File: src/rtl/tomasulo_pkg.sv
// Shared types and widths for the Tomasulo core.
// Holds the operand/tag widths, the instruction field positions,
// the reservation-station entry state and the entry payload struct.
package tomasulo_pkg;

  localparam int unsigned DATA_W = 16;
  localparam int unsigned TAG_W  = 3;
  localparam int unsigned OP_W   = 4;
  localparam int unsigned RD_W   = 4;

  // Tag 0 means "value present, no producer".
  localparam logic [TAG_W-1:0] TAG_NONE = '0;

  // Field positions inside a 16-bit instruction word.
  localparam int unsigned OP_MSB = 15;
  localparam int unsigned OP_LSB = 12;
  localparam int unsigned RD_MSB = 11;
  localparam int unsigned RD_LSB = 8;

  typedef enum logic [1:0] {
    FREE  = 2'd0,
    WAIT  = 2'd1,
    READY = 2'd2,
    EXEC  = 2'd3
  } rs_state_t;

  typedef struct packed {
    rs_state_t         state;
    logic [OP_W-1:0]   op;
    logic [RD_W-1:0]   rd;
    logic [DATA_W-1:0] vj;
    logic [DATA_W-1:0] vk;
    logic [TAG_W-1:0]  qj;
    logic [TAG_W-1:0]  qk;
  } rs_entry_t;

endpackage

File: src/rtl/rs_entry.sv
// One reservation-station entry: holds an instruction, snoops the CDB for
// missing operands and frees itself when its own tag completes.
// Ports:
//   clock, reset         rising-edge clock, synchronous active-high reset
//   disp_we              write the dispatch payload into this (FREE) entry
//   disp_op..disp_qk     dispatch payload
//   cdb_valid/tag/data   common data bus
//   issue                this entry was accepted by the FU this cycle
//   ent                  registered entry contents
module rs_entry
  import tomasulo_pkg::*;
#(
  parameter logic [TAG_W-1:0] MY_TAG = 3'd1
) (
  input  logic              clock,
  input  logic              reset,
  input  logic              disp_we,
  input  logic [OP_W-1:0]   disp_op,
  input  logic [RD_W-1:0]   disp_rd,
  input  logic [DATA_W-1:0] disp_vj,
  input  logic [DATA_W-1:0] disp_vk,
  input  logic [TAG_W-1:0]  disp_qj,
  input  logic [TAG_W-1:0]  disp_qk,
  input  logic              cdb_valid,
  input  logic [TAG_W-1:0]  cdb_tag,
  input  logic [DATA_W-1:0] cdb_data,
  input  logic              issue,
  output rs_entry_t         ent
);

  rs_entry_t ent_q, ent_d;
  logic      cdb_hit;

  // Next-entry logic: dispatch with same-cycle bypass, snoop, issue, completion.
  always_comb begin
    ent_d   = ent_q;
    cdb_hit = cdb_valid && (cdb_tag != TAG_NONE);
    case (ent_q.state)
      FREE: begin
        if (disp_we) begin
          ent_d.op = disp_op;
          ent_d.rd = disp_rd;
          ent_d.vj = disp_vj;
          ent_d.vk = disp_vk;
          ent_d.qj = disp_qj;
          ent_d.qk = disp_qk;
          if (cdb_hit && (cdb_tag == disp_qj)) begin
            ent_d.vj = cdb_data;
            ent_d.qj = TAG_NONE;
          end
          if (cdb_hit && (cdb_tag == disp_qk)) begin
            ent_d.vk = cdb_data;
            ent_d.qk = TAG_NONE;
          end
          ent_d.state = ((ent_d.qj == TAG_NONE) && (ent_d.qk == TAG_NONE)) ? READY : WAIT;
        end
      end
      WAIT: begin
        if (cdb_hit && (cdb_tag == ent_q.qj)) begin
          ent_d.vj = cdb_data;
          ent_d.qj = TAG_NONE;
        end
        if (cdb_hit && (cdb_tag == ent_q.qk)) begin
          ent_d.vk = cdb_data;
          ent_d.qk = TAG_NONE;
        end
        if ((ent_d.qj == TAG_NONE) && (ent_d.qk == TAG_NONE)) begin
          ent_d.state = READY;
        end
      end
      READY: begin
        if (issue) ent_d.state = EXEC;
      end
      EXEC: begin
        // Own tag on the CDB means the FU result for this entry is out.
        if (cdb_valid && (cdb_tag == MY_TAG)) ent_d.state = FREE;
      end
      default: ent_d.state = FREE;
    endcase
  end

  // Entry register.
  always_ff @(posedge clock) begin
    if (reset) ent_q <= '0;
    else       ent_q <= ent_d;
  end

  assign ent = ent_q;

endmodule

File: src/rtl/reserve_station.sv
// Reservation station feeding one functional unit.
// Accepts one instruction per cycle into the lowest free entry, snoops the
// CDB for missing operands and offers the lowest ready entry to the FU.
// Ports:
//   clock, reset                  rising-edge clock, synchronous active-high reset
//   disp_valid/ready/tag, disp_*  dispatch interface
//   cdb_valid/tag/data            common data bus
//   fu_valid/ready, fu_*          issue interface (fu_* combinational from state)
module reserve_station #(
  parameter int unsigned DEPTH    = 3,
  parameter int unsigned TAG_W    = 3,
  parameter int unsigned TAG_BASE = 1,
  parameter int unsigned DATA_W   = 16
) (
  input  logic              clock,
  input  logic              reset,
  input  logic              disp_valid,
  output logic              disp_ready,
  input  logic [3:0]        disp_op,
  input  logic [3:0]        disp_rd,
  input  logic [DATA_W-1:0] disp_vj,
  input  logic [DATA_W-1:0] disp_vk,
  input  logic [TAG_W-1:0]  disp_qj,
  input  logic [TAG_W-1:0]  disp_qk,
  output logic [TAG_W-1:0]  disp_tag,
  input  logic              cdb_valid,
  input  logic [TAG_W-1:0]  cdb_tag,
  input  logic [DATA_W-1:0] cdb_data,
  output logic              fu_valid,
  input  logic              fu_ready,
  output logic [3:0]        fu_op,
  output logic [3:0]        fu_rd,
  output logic [DATA_W-1:0] fu_vj,
  output logic [DATA_W-1:0] fu_vk,
  output logic [TAG_W-1:0]  fu_tag
);

  import tomasulo_pkg::*;

  rs_entry_t          ents [DEPTH];
  logic [DEPTH-1:0]   free_oh, rdy_oh, disp_we, issue;
  logic               any_free, any_rdy;
  logic [TAG_W-1:0]   free_tag;

  // Lowest-index FREE and READY entries, as one-hot selects.
  always_comb begin
    free_oh  = '0;
    rdy_oh   = '0;
    any_free = 1'b0;
    any_rdy  = 1'b0;
    free_tag = '0;
    for (int i = 0; i < int'(DEPTH); i++) begin
      if (!any_free && (ents[i].state == FREE)) begin
        any_free   = 1'b1;
        free_oh[i] = 1'b1;
        free_tag   = TAG_W'(TAG_BASE + i);
      end
      if (!any_rdy && (ents[i].state == READY)) begin
        any_rdy   = 1'b1;
        rdy_oh[i] = 1'b1;
      end
    end
  end

  // Handshakes; both are blocked while reset is high.
  assign disp_ready = any_free & ~reset;
  assign disp_tag   = disp_ready ? free_tag : '0;
  assign fu_valid   = any_rdy & ~reset;
  assign disp_we    = (disp_valid && disp_ready) ? free_oh : '0;
  assign issue      = (fu_valid && fu_ready) ? rdy_oh : '0;

  // Issue payload mux; all zero when nothing is offered.
  always_comb begin
    fu_op  = '0;
    fu_rd  = '0;
    fu_vj  = '0;
    fu_vk  = '0;
    fu_tag = '0;
    for (int i = 0; i < int'(DEPTH); i++) begin
      if (fu_valid && rdy_oh[i]) begin
        fu_op  = ents[i].op;
        fu_rd  = ents[i].rd;
        fu_vj  = ents[i].vj;
        fu_vk  = ents[i].vk;
        fu_tag = TAG_W'(TAG_BASE + i);
      end
    end
  end

  for (genvar g = 0; g < int'(DEPTH); g++) begin : g_ent
    rs_entry #(
      .MY_TAG (TAG_W'(TAG_BASE + g))
    ) u_ent (
      .clock     (clock),
      .reset     (reset),
      .disp_we   (disp_we[g]),
      .disp_op   (disp_op),
      .disp_rd   (disp_rd),
      .disp_vj   (disp_vj),
      .disp_vk   (disp_vk),
      .disp_qj   (disp_qj),
      .disp_qk   (disp_qk),
      .cdb_valid (cdb_valid),
      .cdb_tag   (cdb_tag),
      .cdb_data  (cdb_data),
      .issue     (issue[g]),
      .ent       (ents[g])
    );
  end

endmodule

File: config.mk
export PLATFORM = sky130hd
export DESIGN_NAME = reserve_station
export DESIGN_NICKNAME = d
export VERILOG_FILES = /design/src/rtl/tomasulo_pkg.sv /design/src/rtl/rs_entry.sv /design/src/rtl/reserve_station.sv
export SDC_FILE = /design/constraint.sdc
export NUM_CORES = 1
export LEC_CHECK = 0
export ABC_AREA = 0
export ABC_CLOCK_PERIOD_IN_PS = 2200
export CAP_MARGIN = 30
export CORE_MARGIN = 2
export CORE_UTILIZATION = 46
export CTS_BUF_LIST = sky130_fd_sc_hd__clkbuf_16
export CTS_CLUSTER_DIAMETER = 100
export DETAILED_ROUTE_END_ITERATION = 8
export PLACE_DENSITY = 0.73
export SYNTH_ARGS = -nofsm -noshare
export SYNTH_HDL_FRONTEND = slang
export SYNTH_SLANG_ARGS = --single-unit
File: constraint.sdc
create_clock -name clock -period 2.2 [get_ports clock]
set_input_delay 0.44 -clock clock [delete_from_list [all_inputs] [get_ports clock]]
set_output_delay 0.44 -clock clock [all_outputs]
set_load 0.02 [all_outputs]
==> summary.txt <==
Outcome
  • Status: finished with violations
  • Failing checks: negative setup slack

Place
  • Post-DP HPWL: 16300 um
  • Port bufs: 115
  • Gpl congestion: roughly 0.86
  • Placed Area: around 9500 um^2
  • Worst slack at placement: -678 ps

Timing
  • Worst Max-Slew Pin Slew: 791 ps
  • Worst rel slew slack: 0.473
  • RSZ-0062 raised after global routing: yes
  • Final setup vio count: 53
  • Fmax: about 0.4 GHz
  • Final worst-path setup slack: -296 ps
  • Pins over their slew limit: 0
  • Hold Slack: 458 ps
  • Fin crit period: between 2000 and 2500 ps
  • Period Utilization, post-route: 1.13
  • Setup Skew: ~6.8 ps
  • Fin. Hold Viols: 0

Critical path
  • Worst Path Required: between 1500 and 2000 ps
  • Crit-path leading delay family: buffers and inverters
  • WS Path Type: reg -> out
  • CP cell instances: inv_2 > ha_4 > nor4b_4 > buf_6 > buf_12 > a222oi_1 > inv_1 > buf_6
  • Crit path max-delay cell type: a222oi_1
  • Worst Path Arrival: 2060 ps
  • Setup crit end kind: output port
  • Worst r2r src: g_ent[0].u_ent.ent[47]$_SDFFE_PP0P_
  • Crit path largest cell delay: 390 ps
  • Most common cell on crit path: buf_6
  • R2R depth: 12
  • Maximum fanout along the worst path: 5
  • CP Buf/Inv Count: 5
  • Critical R2R Capture: g_ent[2].u_ent.ent[27]$_SDFFE_PP0P_
  • R2r setup slk: -50 ps
  • CP startpoint kind: flop

Logic synthesis
  • Ys flop type: dfxtp_1
  • Post-Syn Instances: around 890
  • #FFs+latches synth: ~140
  • Yosys top cell by area: dfxtp_1
  • Synthesis Warnings: 0
  • Netlist cell types: 60
  • Register area share after synthesis: 0.385
  • Post-synth design cell area: approximately 7500 um^2
  • EDFF count, synth: 0
  • Ys async rst share: 0
  • Top post-synthesis cells by area: dfxtp_1 39%, a221oi_1 9.4%, nor2_1 6.0%
  • Avg Inst Size Synth: around 8.5 um^2
  • Top cell type's share of synthesized area: 0.385

Worst hold path
  • Hold Path Stages: 2
  • Hold_sp: g_ent[1].u_ent.ent[40]$_SDFFE_PP0P_
  • Hold Path Sink: g_ent[1].u_ent.ent[40]$_SDFFE_PP0P_
  • HP Class: reg -> reg

Floorplan
  • Die H: 132 um
  • Boundary Pins: approximately 120
  • Die span in x: ~130 um
  • Num rows: 46
  • Initial core utilization: 0.471
  • Die footprint: 17300 um^2
  • Core region area: around 16000 um^2

Finish
  • Commonest non-fill, non-tap cells in the layout: 139 x dfxtp_1, 119 x nor2_1, 89 x buf_4, 85 x nor3_1, 64 x clkdlybuf4s50_1
  • Synth-to-Final Area Change: 47.9%
  • Nets: approximately 1200
  • Final Instance Area: about 11000 um^2
  • Layout cell share with drive strength beyond 1: 0.275
  • Most common cell after layout, fill and taps aside: dfxtp_1
  • Core Util, Final: 0.697
  • Max FFs per register: between 100 and 150
  • Ant diodes: 0

Global routing
  • Grt ovf: 0
  • Initial antenna violation count: 0
  • Largest net degree at the start of global routing: 70
  • First-pass GRT wire length: about 41000 um
  • Vias in the first global route: around 7800
  • Total track usage: 0.299

Clocking
  • Clock tree buffer depth: 2
  • H-tree depth: 4
  • Worst-Skew Late Latency: 420 ps
  • Hold_buf cts: 0
  • Clock sink count: 144
  • CTS root buf: clkbuf_16
  • TritonCTS clock tree: built
  • CTS Buf Count: 17
  • Clock transition at path regs: 60 ps

Power and ir drop
  • P per Cell Area: approximately 1000 nW/um^2
  • VDD IR max: about 0.73 mV
  • Leak: 0.00456 uW

Route
  • Vias: roughly 8200
  • Post-Route WL: between 20000 and 30000 um
  • # DRC: 0
  • Vias per std cell: about 6.3
  • Antenna-violating nets left: 0
  • Routed WL per cell: roughly 21 um
  • DRT Pass-1 Iters: 8
  • 1st-iter DRT viols: around 1100

Job
  • Max_cap viols: 0
## kinds of logic after synthesis
family / Yosys count / synth area share
DFF: 144 / 0.385
buffers and inverters: 138 / 0.0807
other: 1 / 0.000501
and+or+nand+nor: 319 / 0.209
xor gates and xnor gates: 24 / 0.0281
AOI/OAI and AO/OA: 245 / 0.273
adders and majority gates: 14 / 0.0234
## cell type report
type / instances / area [um^2]
fill: 1230 / 4820
multi-input combinational: 605 / 4450
sequential: 144 / 2890
timing repair buffer: 251 / 2710
clock buffer: 17 / 425
tap: 216 / 270
inverter: 53 / 199
clock inverter: 13 / 124
## worst reg2reg max path, delay by kind of cell (launching register included)
kind	cells	cell delay [ps]
compound gates	1	70
buf+inv	6	750
fa+ha+maj	1	200
simple gates	4	780
flops	1	360
## report_power, final
group,switching (uW),internal (uW)
logic,2740,2390
clock network,1110,1640
registers,386,3270
## how the worst max path moves through the flow
stage,startpoint,end,slack [ps],cells after the start
6_report,g_ent[2].u_ent.ent[46]$_SDFFE_PP0P_,fu_vk[12],-300,8
5_1_grt,g_ent[1].u_ent.ent[46]$_SDFFE_PP0P_,fu_vj[1],-360,8
4_1_cts,g_ent[2].u_ent.ent[46]$_SDFFE_PP0P_,fu_vk[12],-270,8
3_5_place_dp,cdb_tag[2],g_ent[2].u_ent.ent[9]$_SDFFE_PP0P_,-680,7
3_3_place_gp,cdb_tag[0],g_ent[2].u_ent.ent[15]$_SDFFE_PP0P_,-600,7
2_1_floorplan,g_ent[0].u_ent.ent[46]$_SDFFE_PP0P_,fu_op[0],20,7
## routing by layer
| layer | GRT usage | vias to the layer above | wire length [um] |
|---|---|---|---|
| met5 | 0 | - | 0 |
| met4 | 0.138 | 0 | 1080 |
| met3 | 0.0556 | 90 | 2760 |
| met2 | 0.487 | 523 | 13100 |
| met1 | 0.384 | 3912 | 10700 |
| li1 | - | 3706 | - |
## repair_timing
action	CTS	global route
endpoints found under the setup margin	144	158
buffers inserted	30	4
gates resized for setup	308	68
pin swaps	32	17
cloned	5	3
## stage by stage
| step | power (uW) | cells | setup TNS (ps) |
|---|---|---|---|
| finish | 11500 | 1299 | -9050 |
| CTS | 11100 | 1293 | -8820 |
| detailed placement | 7810 | 1231 | -69420 |
| global placement | 7700 | 1231 | -62160 |
| global route | 12000 | 1299 | -15640 |
| floorplan | 6050 | 886 | 0 |
## cells in the mapped netlist (3+ instances only)
master and count:
buf_2 19, nor2_1 119, o41ai_2 3, buf_4 12
a211oi_1 20, nor3_1 88, o41ai_1 5, o31ai_1 3
a21oi_1 29, a311oi_1 5, ha_1 14, o21ai_0 3
dfxtp_1 144, clkbuf_1 48, nand4_1 4, a22oi_1 31
nor3b_1 3, nand2b_1 9, nand4bb_1 3, inv_1 53
or2_2 5, a221oi_1 80, a21o_1 5, o221a_2 3
xor2_1 24, a222oi_1 42, nand2_1 57, and2_1 8
nor3_2 5
(Power assumes the default switching activity.)
